## src/rtl/rgb_color_ctrl_pkg.sv

```systemverilog
// Shared definitions for the RGB colour controller: cursor encodings,
// default channel width and the saturating edit helper.
package rgb_color_ctrl_pkg;

  localparam int unsigned DEF_CW = 4;

  typedef enum logic [1:0] {
    CH_R = 2'd0,
    CH_G = 2'd1,
    CH_B = 2'd2
  } ch_sel_t;

  // Returns 1 when an inc/dec request would actually move a value of width cw.
  function automatic logic edit_effective(input logic inc, input logic dec,
                                          input logic [31:0] val, input int unsigned cw);
    logic [31:0] max_v;
    max_v = (32'd1 << cw) - 32'd1;
    if (inc && !dec) return (val != max_v);
    if (dec && !inc) return (val != 32'd0);
    return 1'b0;
  endfunction

endpackage

```

## src/rtl/rgb_pwm.sv

```systemverilog
// Per-channel PWM generator: prescaler, shared period counter and three
// registered comparators (one cycle of latency from counter/value to LED).
module rgb_pwm #(
  parameter int unsigned CW      = 4,
  parameter int unsigned PWM_DIV = 1000
) (
  input  logic          clk,
  input  logic          rstn,
  input  logic [CW-1:0] val_r,
  input  logic [CW-1:0] val_g,
  input  logic [CW-1:0] val_b,
  output logic          led_r,
  output logic          led_g,
  output logic          led_b
);

  localparam int unsigned PW = (PWM_DIV > 1) ? $clog2(PWM_DIV) : 1;

  logic [PW-1:0] r_presc;
  logic [CW-1:0] r_pwm_cnt;
  logic          w_tick;

  assign w_tick = (r_presc == PW'(PWM_DIV - 1));

  always_ff @(posedge clk) begin
    if (!rstn) begin
      r_presc   <= '0;
      r_pwm_cnt <= '0;
      led_r     <= 1'b0;
      led_g     <= 1'b0;
      led_b     <= 1'b0;
    end else begin
      r_presc   <= w_tick ? '0 : r_presc + PW'(1);
      // Natural CW-bit wrap from all-ones back to zero.
      if (w_tick) r_pwm_cnt <= r_pwm_cnt + CW'(1);
      led_r     <= (r_pwm_cnt < val_r);
      led_g     <= (r_pwm_cnt < val_g);
      led_b     <= (r_pwm_cnt < val_b);
    end
  end

endmodule

```

## src/rtl/rgb_color_ctrl.sv

```systemverilog
// RGB colour controller: channel cursor FSM, saturating intensity registers,
// selected-value mux and update pulse, driving the rgb_pwm LED generator.
module rgb_color_ctrl
  import rgb_color_ctrl_pkg::*;
#(
  parameter int unsigned CW      = DEF_CW,
  parameter int unsigned PWM_DIV = 1000,
  parameter int unsigned DEF_R   = 8,
  parameter int unsigned DEF_G   = 8,
  parameter int unsigned DEF_B   = 8
) (
  input  logic          clk,
  input  logic          rstn,
  input  logic          sel_p,
  input  logic          inc_p,
  input  logic          dec_p,
  output logic [1:0]    sel_ch,
  output logic [CW-1:0] ch_val,
  output logic          update,
  output logic          led_r,
  output logic          led_g,
  output logic          led_b
);

  ch_sel_t       r_state;
  ch_sel_t       w_state_nxt;
  logic [CW-1:0] r_val_r, r_val_g, r_val_b;
  logic [CW-1:0] w_val_r_nxt, w_val_g_nxt, w_val_b_nxt;
  logic [CW-1:0] w_cur_val;
  logic [CW-1:0] w_new_val;
  logic          w_change;

  always_ff @(posedge clk) begin
    if (!rstn) begin
      r_state <= CH_R;
      r_val_r <= CW'(DEF_R);
      r_val_g <= CW'(DEF_G);
      r_val_b <= CW'(DEF_B);
      update  <= 1'b0;
    end else begin
      r_state <= w_state_nxt;
      r_val_r <= w_val_r_nxt;
      r_val_g <= w_val_g_nxt;
      r_val_b <= w_val_b_nxt;
      update  <= w_change;
    end
  end

  // Edit targets the channel selected before any same-edge cursor step.
  always_comb begin
    w_state_nxt = r_state;
    w_val_r_nxt = r_val_r;
    w_val_g_nxt = r_val_g;
    w_val_b_nxt = r_val_b;
    w_cur_val   = r_val_r;
    w_new_val   = r_val_r;
    w_change    = 1'b0;

    case (r_state)
      CH_G:    w_cur_val = r_val_g;
      CH_B:    w_cur_val = r_val_b;
      default: w_cur_val = r_val_r;
    endcase

    w_change  = edit_effective(inc_p, dec_p, 32'(w_cur_val), CW);
    w_new_val = inc_p ? (w_cur_val + CW'(1)) : (w_cur_val - CW'(1));

    if (w_change) begin
      case (r_state)
        CH_G:    w_val_g_nxt = w_new_val;
        CH_B:    w_val_b_nxt = w_new_val;
        default: w_val_r_nxt = w_new_val;
      endcase
    end

    if (sel_p) begin
      case (r_state)
        CH_R:    w_state_nxt = CH_G;
        CH_G:    w_state_nxt = CH_B;
        default: w_state_nxt = CH_R;
      endcase
    end
  end

  assign sel_ch = 2'(r_state);
  assign ch_val = w_cur_val;

  rgb_pwm #(
    .CW      (CW),
    .PWM_DIV (PWM_DIV)
  ) u_pwm (
    .clk   (clk),
    .rstn  (rstn),
    .val_r (r_val_r),
    .val_g (r_val_g),
    .val_b (r_val_b),
    .led_r (led_r),
    .led_g (led_g),
    .led_b (led_b)
  );

endmodule

```

## config.mk

```make
export PLATFORM = sky130hd
export DESIGN_NAME = rgb_color_ctrl
export DESIGN_NICKNAME = d
export VERILOG_FILES = /design/src/rtl/rgb_color_ctrl_pkg.sv /design/src/rtl/rgb_pwm.sv /design/src/rtl/rgb_color_ctrl.sv
export SDC_FILE = /design/constraint.sdc
export NUM_CORES = 1
export LEC_CHECK = 0
export ABC_AREA = 1
export CAP_MARGIN = 20
export CORE_MARGIN = 5
export CORE_UTILIZATION = 58
export CTS_CLUSTER_DIAMETER = 120
export DETAILED_ROUTE_END_ITERATION = 6
export PLACE_DENSITY = 0.83
export SLEW_MARGIN = 20
export SYNTH_ARGS = -nofsm -noshare
export SYNTH_HDL_FRONTEND = slang
export SYNTH_SLANG_ARGS = --single-unit
```

## constraint.sdc

```tcl
create_clock -name clk -period 4.3 [get_ports clk]
set_input_delay 0.86 -clock clk [delete_from_list [all_inputs] [get_ports clk]]
set_output_delay 0.86 -clock clk [all_outputs]
set_load 0.03 [all_outputs]
```

Word level (Yosys, flattened, before mapping)
Index checks and enable logic that the tools add are counted.
{"block": "classes", "n_reduce_logical": 11, "addsub": 4, "n_lt_le_gt_ge": 3, "muxes": 10, "bitwise": 2, "n_eq_ne": 4}
{"operator": "4-bit less-than comparator", "count": 3}
{"operator": "10-bit by 1-bit adder with 10-bit output (second input constant)", "count": 1}
{"operator": "10-bit == test (second input constant)", "count": 1}
{"operator": "4-bit by 1-bit adder with 4-bit output (second input constant)", "count": 2}
{"operator": "4-bit case mux with 2 select lines", "count": 1}
{"operator": "1-bit two-way mux", "count": 7}
{"operator": "2-bit AND reduction", "count": 3}
{"operator": "4-bit two-way mux", "count": 1}
{"operator": "4-bit inequality test (second input constant)", "count": 1}
{"operator": "2-bit case mux with 2 select lines", "count": 1}
{"operator": "4-bit nonzero test", "count": 1}
{"operator": "2-bit OR reduction", "count": 2}
{"operator": "4-bit by 1-bit subtractor with 4-bit output (second input constant)", "count": 1}
{"operator": "2-bit by 1-bit == test with 1-bit output (second input constant)", "count": 1}
{"operator": "2-bit == test (second input constant)", "count": 1}
{"operator": "1-bit logical AND", "count": 2}
{"operator": "1-bit logical NOT", "count": 2}
{"operator": "2-bit logical NOT", "count": 1}
{"operator": "1-bit inverter", "count": 2}
{"block": "word_totals", "output_inout_bits": 10, "register_bits": 32, "input_bits": 5, "wordCells": 44}

Longest topological paths before layout
Gate-level depths: netlist of the first run.
{"block": "logic_depth", "ltp_word": 8, "ltp_mapped": 16, "mapped_depth_nobuf": 15}

Hierarchy
From an unflattened synthesis of the first run, not the netlist that was laid out.
{"block": "unflattened", "cells_unflattened": 290, "area_unflattened_um2": 2058.2}
{"mod": "rgb_color_ctrl", "cells_each": 154, "instances": 1, "seq_area_each_um2": 300.3, "area_each_um2": 1054.8}
{"mod": "rgb_pwm", "cells_each": 136, "instances": 1, "seq_area_each_um2": 340.3, "area_each_um2": 1003.5}

Worst setup path after synthesis of the first run
No wires, ideal clock.
{"block": "synth_timing", "path_type": "register -> output", "from": "reg r_state[0] (netlist: sel_ch[0])", "to": "out ch_val[0]", "t_arrival_ns": 1.488, "slack_ns": 1.952, "t_required_ns": 3.440, "n_path_buf": 1, "stages_incl_launch_ff": 7, "cell_sequence": "dfxtp_1 -> inv_1 -> ha_1 -> buf_6 -> inv_4 -> nand2_1 -> nand2_1"}
{"block": "synth_via", "elab_chain_cells": 2, "word_cells_on_any_way": 3, "classes_between": "eq/ne: 2; mux: 1"}
{"element": "from (decl)", "line": "rgb_color_ctrl.sv:25", "source": "ch_sel_t r_state;"}
{"element": "from (signal assigned)", "line": "rgb_color_ctrl.sv:41", "source": "r_state <= w_state_nxt;"}
{"element": "2-bit == test / 2-bit by 1-bit == test with 1-bit output (equally long branches)", "line": "rgb_color_ctrl.sv:59", "source": "case (r_state)"}
{"element": "4-bit case mux with 2 select lines *", "line": "rgb_color_ctrl.sv:59"}
{"element": "to (decl)", "line": "rgb_color_ctrl.sv:18", "source": "output logic [CW-1:0] ch_val,"}
Every way passes the cells marked *; elsewhere a longest branch is shown, timed or not.

Worst setup path after layout of the first run
Ends and elaborated chain as after synthesis.

==> key figures, run 1 <==
Critical path
  – Data required, critical path: 3.44 ns
  – Critical path type: reg -> out
  – FF-to-FF path depth: 14
  – Worst r2r dst: r_val_b[3]
  – Worst R2R Setup Slack: 1.92 ns
  – CP endpoint: ch_val[0]
  – Worst-path fanout max: 15
  – Worst Setup Start Kind: register
  – CP Capture Type: output port
  – Worst path arrival time: 2.35 ns
  – Setup crit start: sel_ch[0]
  – Worst r2r src: sel_ch[0]

Yosys
  – Synth Flop Type: dfxtp_1
  – Syn_nets: 287
  – Synth area leader: dfxtp_1
  – Post-synthesis async set-or-reset flop share: 0%
  – Number of synthesized flops with an enable pin: 0
  – Seq cells post-synth: 32
  – Register area share after synthesis: 34.3%
  – Yosys cell types: 24
  – Cell with the most instances after synthesis: nand2_1
  – Top post-synthesis cells by area: dfxtp_1 34%, nand2_1 15%, ha_1 11%
  – Share of the synthesized area in the top cell type: 34.3%
  – Area of the mapped netlist: 1870 um^2
  – Avg Inst Size Synth: 7.04 um^2
  – Synth top cells by count: 73 x nand2_1, 32 x dfxtp_1, 32 x nor2_1
  – Post-Synthesis Cells: 265
  – Synth warn: 0

Final layout
  – Area of the multi-input gates: 1050 um^2
  – Storage cell area: 641 um^2
  – Ratio of cells with drive above 1 in the final layout: 5.02%
  – Fill count: 271
  – Nets: 300
  – Antenna Cells: 0
  – Area grow syn2layout: 10.5%

STA
  – Highest clock rate: 0.312 GHz
  – Tcrit/Tclk final: 74.6%
  – Max Slew Vio Count: 0
  – Slew @ Worst Pin: 0.672 ns
  – Clock Skew: 0.00770 ns
  – Setup TNS: 0 ns
  – Final Hold Viols: 0
  – Setup Viol. Count Final: 0
  – Period minus WS final: 3.21 ns
  – RSZ-0062 raised after global routing: false
  – Slew headroom: 55.0%

Clocking
  – Clk sinks: 32
  – CTS tree: built
  – Cts repair resizes: 0
  – Clock-pin slew on the worst setup and hold paths: 0.10 ns
  – Number of buffers created by CTS: 5
  – CTS Buffer Depth: 2
  – Skew-Pair Late Insertion Delay: 0.33 ns
  – H-tree levels: 2
  – Setup repair bufs after CTS: 0
  – Clk root buf: clkbuf_4
  – Post-CTS Hold Fix Bufs: 0

Placed design
  – Gpl congestion: 0.787
  – HPWL Detailed: 2550 um
  – PortBufs: 14

Routing
  – Vias/cell: 5.02
  – Final ANT Viol Nets: 0
  – WL final: 3360 um
  – Vias: 1623
  – Detailed Routing Iterations Pass 1: 4
  – DRT iter0 DRCs: 78
  – DRC: 0
  – DR WL/cell: 10.4 um

GRT
  – Initial antenna violation count: 0
  – Largest net degree at the start of global routing: 25
  – Vias in the first global route: 1368
  – Grt ovf: 0
  – Tot GR Track Use: 17.5%
  – First-pass GRT wire length: 5940 um

Die
  – Num ports: 15
  – Row cnt: 20
  – Die Y: 66.7 um
  – Die area: 4450 um^2
  – Initial core utilization: 60.7%
  – Core ar.: 3080 um^2
  – Die width: 66.7 um

Run
  – Max-Cap Viols: 0

Pwr
  – Peak supply drop: 0.187 mV
  – Leak: 0.970 nW
  – PwrDens: 356 nW/um^2
  – Total power: 0.735 mW

Run status
  – Status: completed

Min path
  – Hold Path Class: reg -> reg
==> area by class of cell <==
cell class                 instances  area share, %
clock buffer                       6           2.00
clock inverter                     2           1.70
inverter                          27           5.04
multi-input combinational        198           50.7
sequential                        32           31.1
tap                               44           2.67
timing repair buffer              14           6.80
==> cells by family after synthesis <==
family	after synthesis	share of synthesized area [%]
buffers and inverters	35	9.65
adder cells (fa/ha/maj)	17	11.4
AND/OR/NAND/NOR	143	32.9
flip-flops	32	34.3
XOR/XNOR	3	1.41
AO/OA/AOI/OAI	35	10.3
==> flip-flops by register name, indices dropped and copies added (netlist names), 2 cells and up <==
| name | flops |
|---|---|
| r_val_b | 4 |
| r_val_g | 4 |
| r_val_r | 4 |
| sel_ch | 2 |
| u_pwm.r_presc | 10 |
| u_pwm.r_pwm_cnt | 4 |
==> how the worst min path moves through the flow <==
stage / cells past startpoint / to / from
2_1_floorplan: 1 / u_pwm.r_presc[0] / u_pwm.r_presc[0]
3_3_place_gp: 1 / u_pwm.r_presc[0] / u_pwm.r_presc[0]
3_5_place_dp: 1 / u_pwm.r_presc[0] / u_pwm.r_presc[0]
4_1_cts: 1 / u_pwm.r_presc[0] / u_pwm.r_presc[0]
5_1_grt: 1 / u_pwm.r_presc[0] / u_pwm.r_presc[0]
6_report: 1 / u_pwm.r_presc[0] / u_pwm.r_presc[0]
==> layout by cell type (no fill, tap or decap), types with 2 or more instances in the layout <==
| cell type | count |
|---|---|
| dfxtp_1 | 32 |
| nand2_1 | 73 |
| o21ai_0 | 6 |
| clkdlybuf4s50_1 | 14 |
| o211ai_1 | 3 |
| clkbuf_4 | 5 |
| xor2_1 | 3 |
| ha_1 | 17 |
| inv_1 | 26 |
| a21boi_0 | 3 |
| a21oi_1 | 22 |
| nor2_1 | 32 |
| nand3b_1 | 2 |
| nand3_1 | 22 |
| nor3b_1 | 3 |
| nor3_1 | 4 |
| nand2_2 | 3 |
==> worst max-delay path, stage by stage, from the launching register on <==
cell and delay, ns:
dfxtp_1 0.39, inv_1 0.10, ha_1 0.44, inv_4 0.19
nand2_1 0.06, nand2_1 0.15, clkdlybuf4s50_1 0.70
==> power by group <==
part | switching [mW] | internal (mW)
combinational | 0.119 | 0.0692
clock | 0.0983 | 0.122
sequential | 0.0127 | 0.314
==> per-stage QoR <==
step	hold WS (ns)	std cells	cell area (um^2)	utilization, %	setup WS [ns]
after detailed placement	0.441	315	1990	64.5	1.45
after floorplan	0.418	265	1870	-	1.95
after CTS	0.457	323	2060	67.0	1.06
after global placement	0.431	315	1990	64.5	1.50
final	0.449	323	2060	67.0	1.09
after global routing	0.494	323	2060	67.0	0.890
==> routing by layer <==
layer | up-vias | global-route usage (%) | part of all wire, %
li1 | 879 | - | -
met2 | 34 | 25.1 | 41
met1 | 703 | 24.1 | 53
met5 | - | 0 | 0
met3 | 7 | 4.38 | 3.8
met4 | 0 | 8.38 | 1.9
No activity file was read; power rests on OpenSTA's default activity.
==> run 2, diff against run 1 <==
--- a/config.mk
+++ b/config.mk
@@ -8,10 +8,10 @@
 export ABC_AREA = 1
 export CAP_MARGIN = 20
 export CORE_MARGIN = 5
-export CORE_UTILIZATION = 58
+export CORE_UTILIZATION = 57
 export CTS_CLUSTER_DIAMETER = 120
 export DETAILED_ROUTE_END_ITERATION = 6
-export PLACE_DENSITY = 0.83
+export PLACE_DENSITY = 0.81
 export SLEW_MARGIN = 20
 export SYNTH_ARGS = -nofsm -noshare
 export SYNTH_HDL_FRONTEND = slang
==> constraint.sdc (replaced) <==
create_clock -name clk -period 3.15 [get_ports clk]
set_input_delay 0.63 -clock clk [delete_from_list [all_inputs] [get_ports clk]]
set_output_delay 0.63 -clock clk [all_outputs]
set_load 0.03 [all_outputs]
==> run 2 against run 1 <==
Sequential power rose by 37%. Critical endpoint is now ch_val[3]. Critical path type unchanged. First-iteration DRC count decreased by 63%. Cell area about the same. Critical path depth unchanged. Clock-buffer cell count up 1. Total power grew 32%. Flip-flop and latch count stayed put. Routed wire length is 6.0% higher. Clock power grew 20%. Non-clock buffer count is 1 higher. Clock skew grew 0.0018 ns.
==> key figures, run 2 (same netlist as run 1, synthesis figures left out) <==
Clocking
  – Setup repair bufs after CTS: 0 (unchanged)
  – Clk root buf: clkbuf_4
  – H-tree levels: 2 (unchanged)
  – Number of buffers created by CTS: 5 (unchanged)
  – Cts repair resizes: 0 (unchanged)
  – CTS Buffer Depth: 2 (unchanged)
  – Clock-pin slew on the worst setup and hold paths: 0.09 ns (about the same)
  – Clk sinks: 32 (unchanged)
  – CTS tree: built
  – Skew-Pair Late Insertion Delay: 0.34 ns (about the same)
  – Post-CTS Hold Fix Bufs: 0 (unchanged)

Run status
  – Status: completed

Routing
  – WL final: 3560 um (+6.0%)
  – DR WL/cell: 11.0 um (+6.0%)
  – Vias: 1647 (+1.5%)
  – DRC: 0 (unchanged)
  – Detailed Routing Iterations Pass 1: 4 (unchanged)
  – Final ANT Viol Nets: 0 (unchanged)
  – DRT iter0 DRCs: 29 (-63%)
  – Vias/cell: 5.10 (+1.5%)

Pwr
  – Total power: 0.968 mW (+32%)
  – PwrDens: 470 nW/um^2 (+32%)
  – Cell Int Power: 0.649 mW (+29%)
  – Sequential share of power: 46.1% (+1.7 points)
  – Clock share of power: 27.2% (-2.7 points)
  – NetSw: 0.319 mW (+38%)
  – Combinational power share: 26.8% (+1.1 points)
  – Switching share of power: 32.9% (+1.6 points)
  – Peak supply drop: 0.379 mV (+100%)
  – Leak: 0.987 nW (+1.7%)

GRT
  – Vias in the first global route: 1476 (+7.9%)
  – First-pass GRT wire length: 6310 um (+6.2%)
  – Largest net degree at the start of global routing: 25 (unchanged)
  – Tot GR Track Use: 18.3% (+0.85 points)
  – Grt ovf: 0 (unchanged)
  – Initial antenna violation count: 0 (unchanged)

STA
  – Tcrit/Tclk final: 93.5%
  – Final Hold Viols: 0 (unchanged)
  – Setup Viol. Count Final: 0 (unchanged)
  – Clock Skew: 0.00949 ns (+0.00179 ns)
  – RSZ-0062 raised after global routing: false
  – Max Slew Vio Count: 0 (unchanged)
  – Slew @ Worst Pin: 0.400 ns (-0.272 ns)
  – Highest clock rate: 0.339 GHz
  – Period minus WS final: 2.95 ns
  – Slew headroom: 73.3% (+18 points)
  – Setup TNS: 0 ns (unchanged)

Die
  – Core ar.: 3100 um^2 (+0.81%)
  – Die area: 4520 um^2 (+1.5%)
  – Row cnt: 20 (unchanged)
  – Num ports: 15 (unchanged)
  – Die width: 67.2 um (+0.75%)
  – Die Y: 67.2 um (+0.75%)
  – Initial core utilization: 60.2% (-0.49 points)

Critical path
  – Worst-path fanout max: 15 (unchanged)
  – Worst path arrival time: 2.32 ns (-0.03 ns)
  – Worst Setup Start Kind: register
  – Data required, critical path: 2.52 ns (-0.92 ns)
  – CP Capture Type: output port
  – Critical path type: reg -> out

Placed design
  – PortBufs: 14 (unchanged)
  – Gpl congestion: 0.805 (+2.2%)
  – HPWL Detailed: 2740 um (+7.8%)

Final layout
  – Area grow syn2layout: 10.4% (about the same)
  – Most frequent cells in the layout: 73 x nand2_1, 32 x nor2_1, 32 x dfxtp_1, 26 x inv_1
  – Fill count: 277 (+2.2%)
  – Antenna Cells: 0 (unchanged)
  – Commonest non-fill, non-tap cell in the layout: nand2_1
  – Largest Register: u_pwm.r_presc
  – Nets: 301 (+0.33%)
  – Largest register FFs: 10 (unchanged)
  – Ratio of cells with drive above 1 in the final layout: 5.38% (+0.36 points)

Min path
  – Hold Path Class: reg -> reg

Run
  – Max-Cap Viols: 0 (unchanged)
-- run 2: cell count changes in the layout (fill, tap and decap cells not counted), sizes merged --
cell	change
clkinv	-1
dlymetal6s2s	+1
bufinv	-1
clkdlybuf4s50	-1
clkbuf	+1
buf	+1
-- run 2: area by class of cell --
cell class	count	area, um^2	share of cell area [%]
Multi-Input combinational cell	198	1050	50.8
Tap cell	44	55.1	2.67
Sequential cell	32	641	31.1
Inverter	27	104	5.04
Timing Repair Buffer	15	150	7.29
Clock buffer	7	65.1	3.16
-- run 2: final timing paths --
check                                      start               end  slack [ns]  cells past startpoint
worst max-delay path                   sel_ch[0]         ch_val[3]        0.20                      6
worst min-delay path            u_pwm.r_presc[0]  u_pwm.r_presc[0]        0.47                      1
worst max register to register         sel_ch[1]        r_val_g[3]        0.74                     14
worst min register to register  u_pwm.r_presc[0]  u_pwm.r_presc[0]        0.47                      1
-- run 2: layer usage --
metal	vias up	global-route usage, %	wire, um
li1	881	-	-
met1	728	24.3	1790
met2	36	28.7	1590
met3	2	3.99	165
met4	0	7.59	13
met5	-	0	0
-- run 2: through the flow --
stage               instance area [um^2]  setup slack, ns  instances  hold slack (ns)  util [%]
floorplan                           1870            0.932        265            0.418         -
global placement                    1990            0.573        316            0.430      64.2
detailed placement                  1990            0.510        316            0.446      64.2
CTS                                 2060            0.119        323            0.467      66.3
global route                        2060           0.0453        323            0.499      66.4
finish                              2060            0.204        323            0.467      66.4
-- run 2: power groups by stage --
stage               combinational [mW]  clock, mW  sequential (mW)
floorplan                        0.196          0            0.463
global placement                 0.254          0            0.454
detailed placement               0.259          0            0.455
CTS                              0.260      0.270            0.446
global route                     0.291      0.281            0.449
finish                           0.259      0.263            0.446
-- run 2: critical path, stage by stage (launching register included) --
cell and delay (ns):
dfxtp_1 0.39, inv_1 0.09, ha_1 0.45, inv_4 0.20
nand2_1 0.07, nand2_1 0.10, clkdlybuf4s50_1 0.68
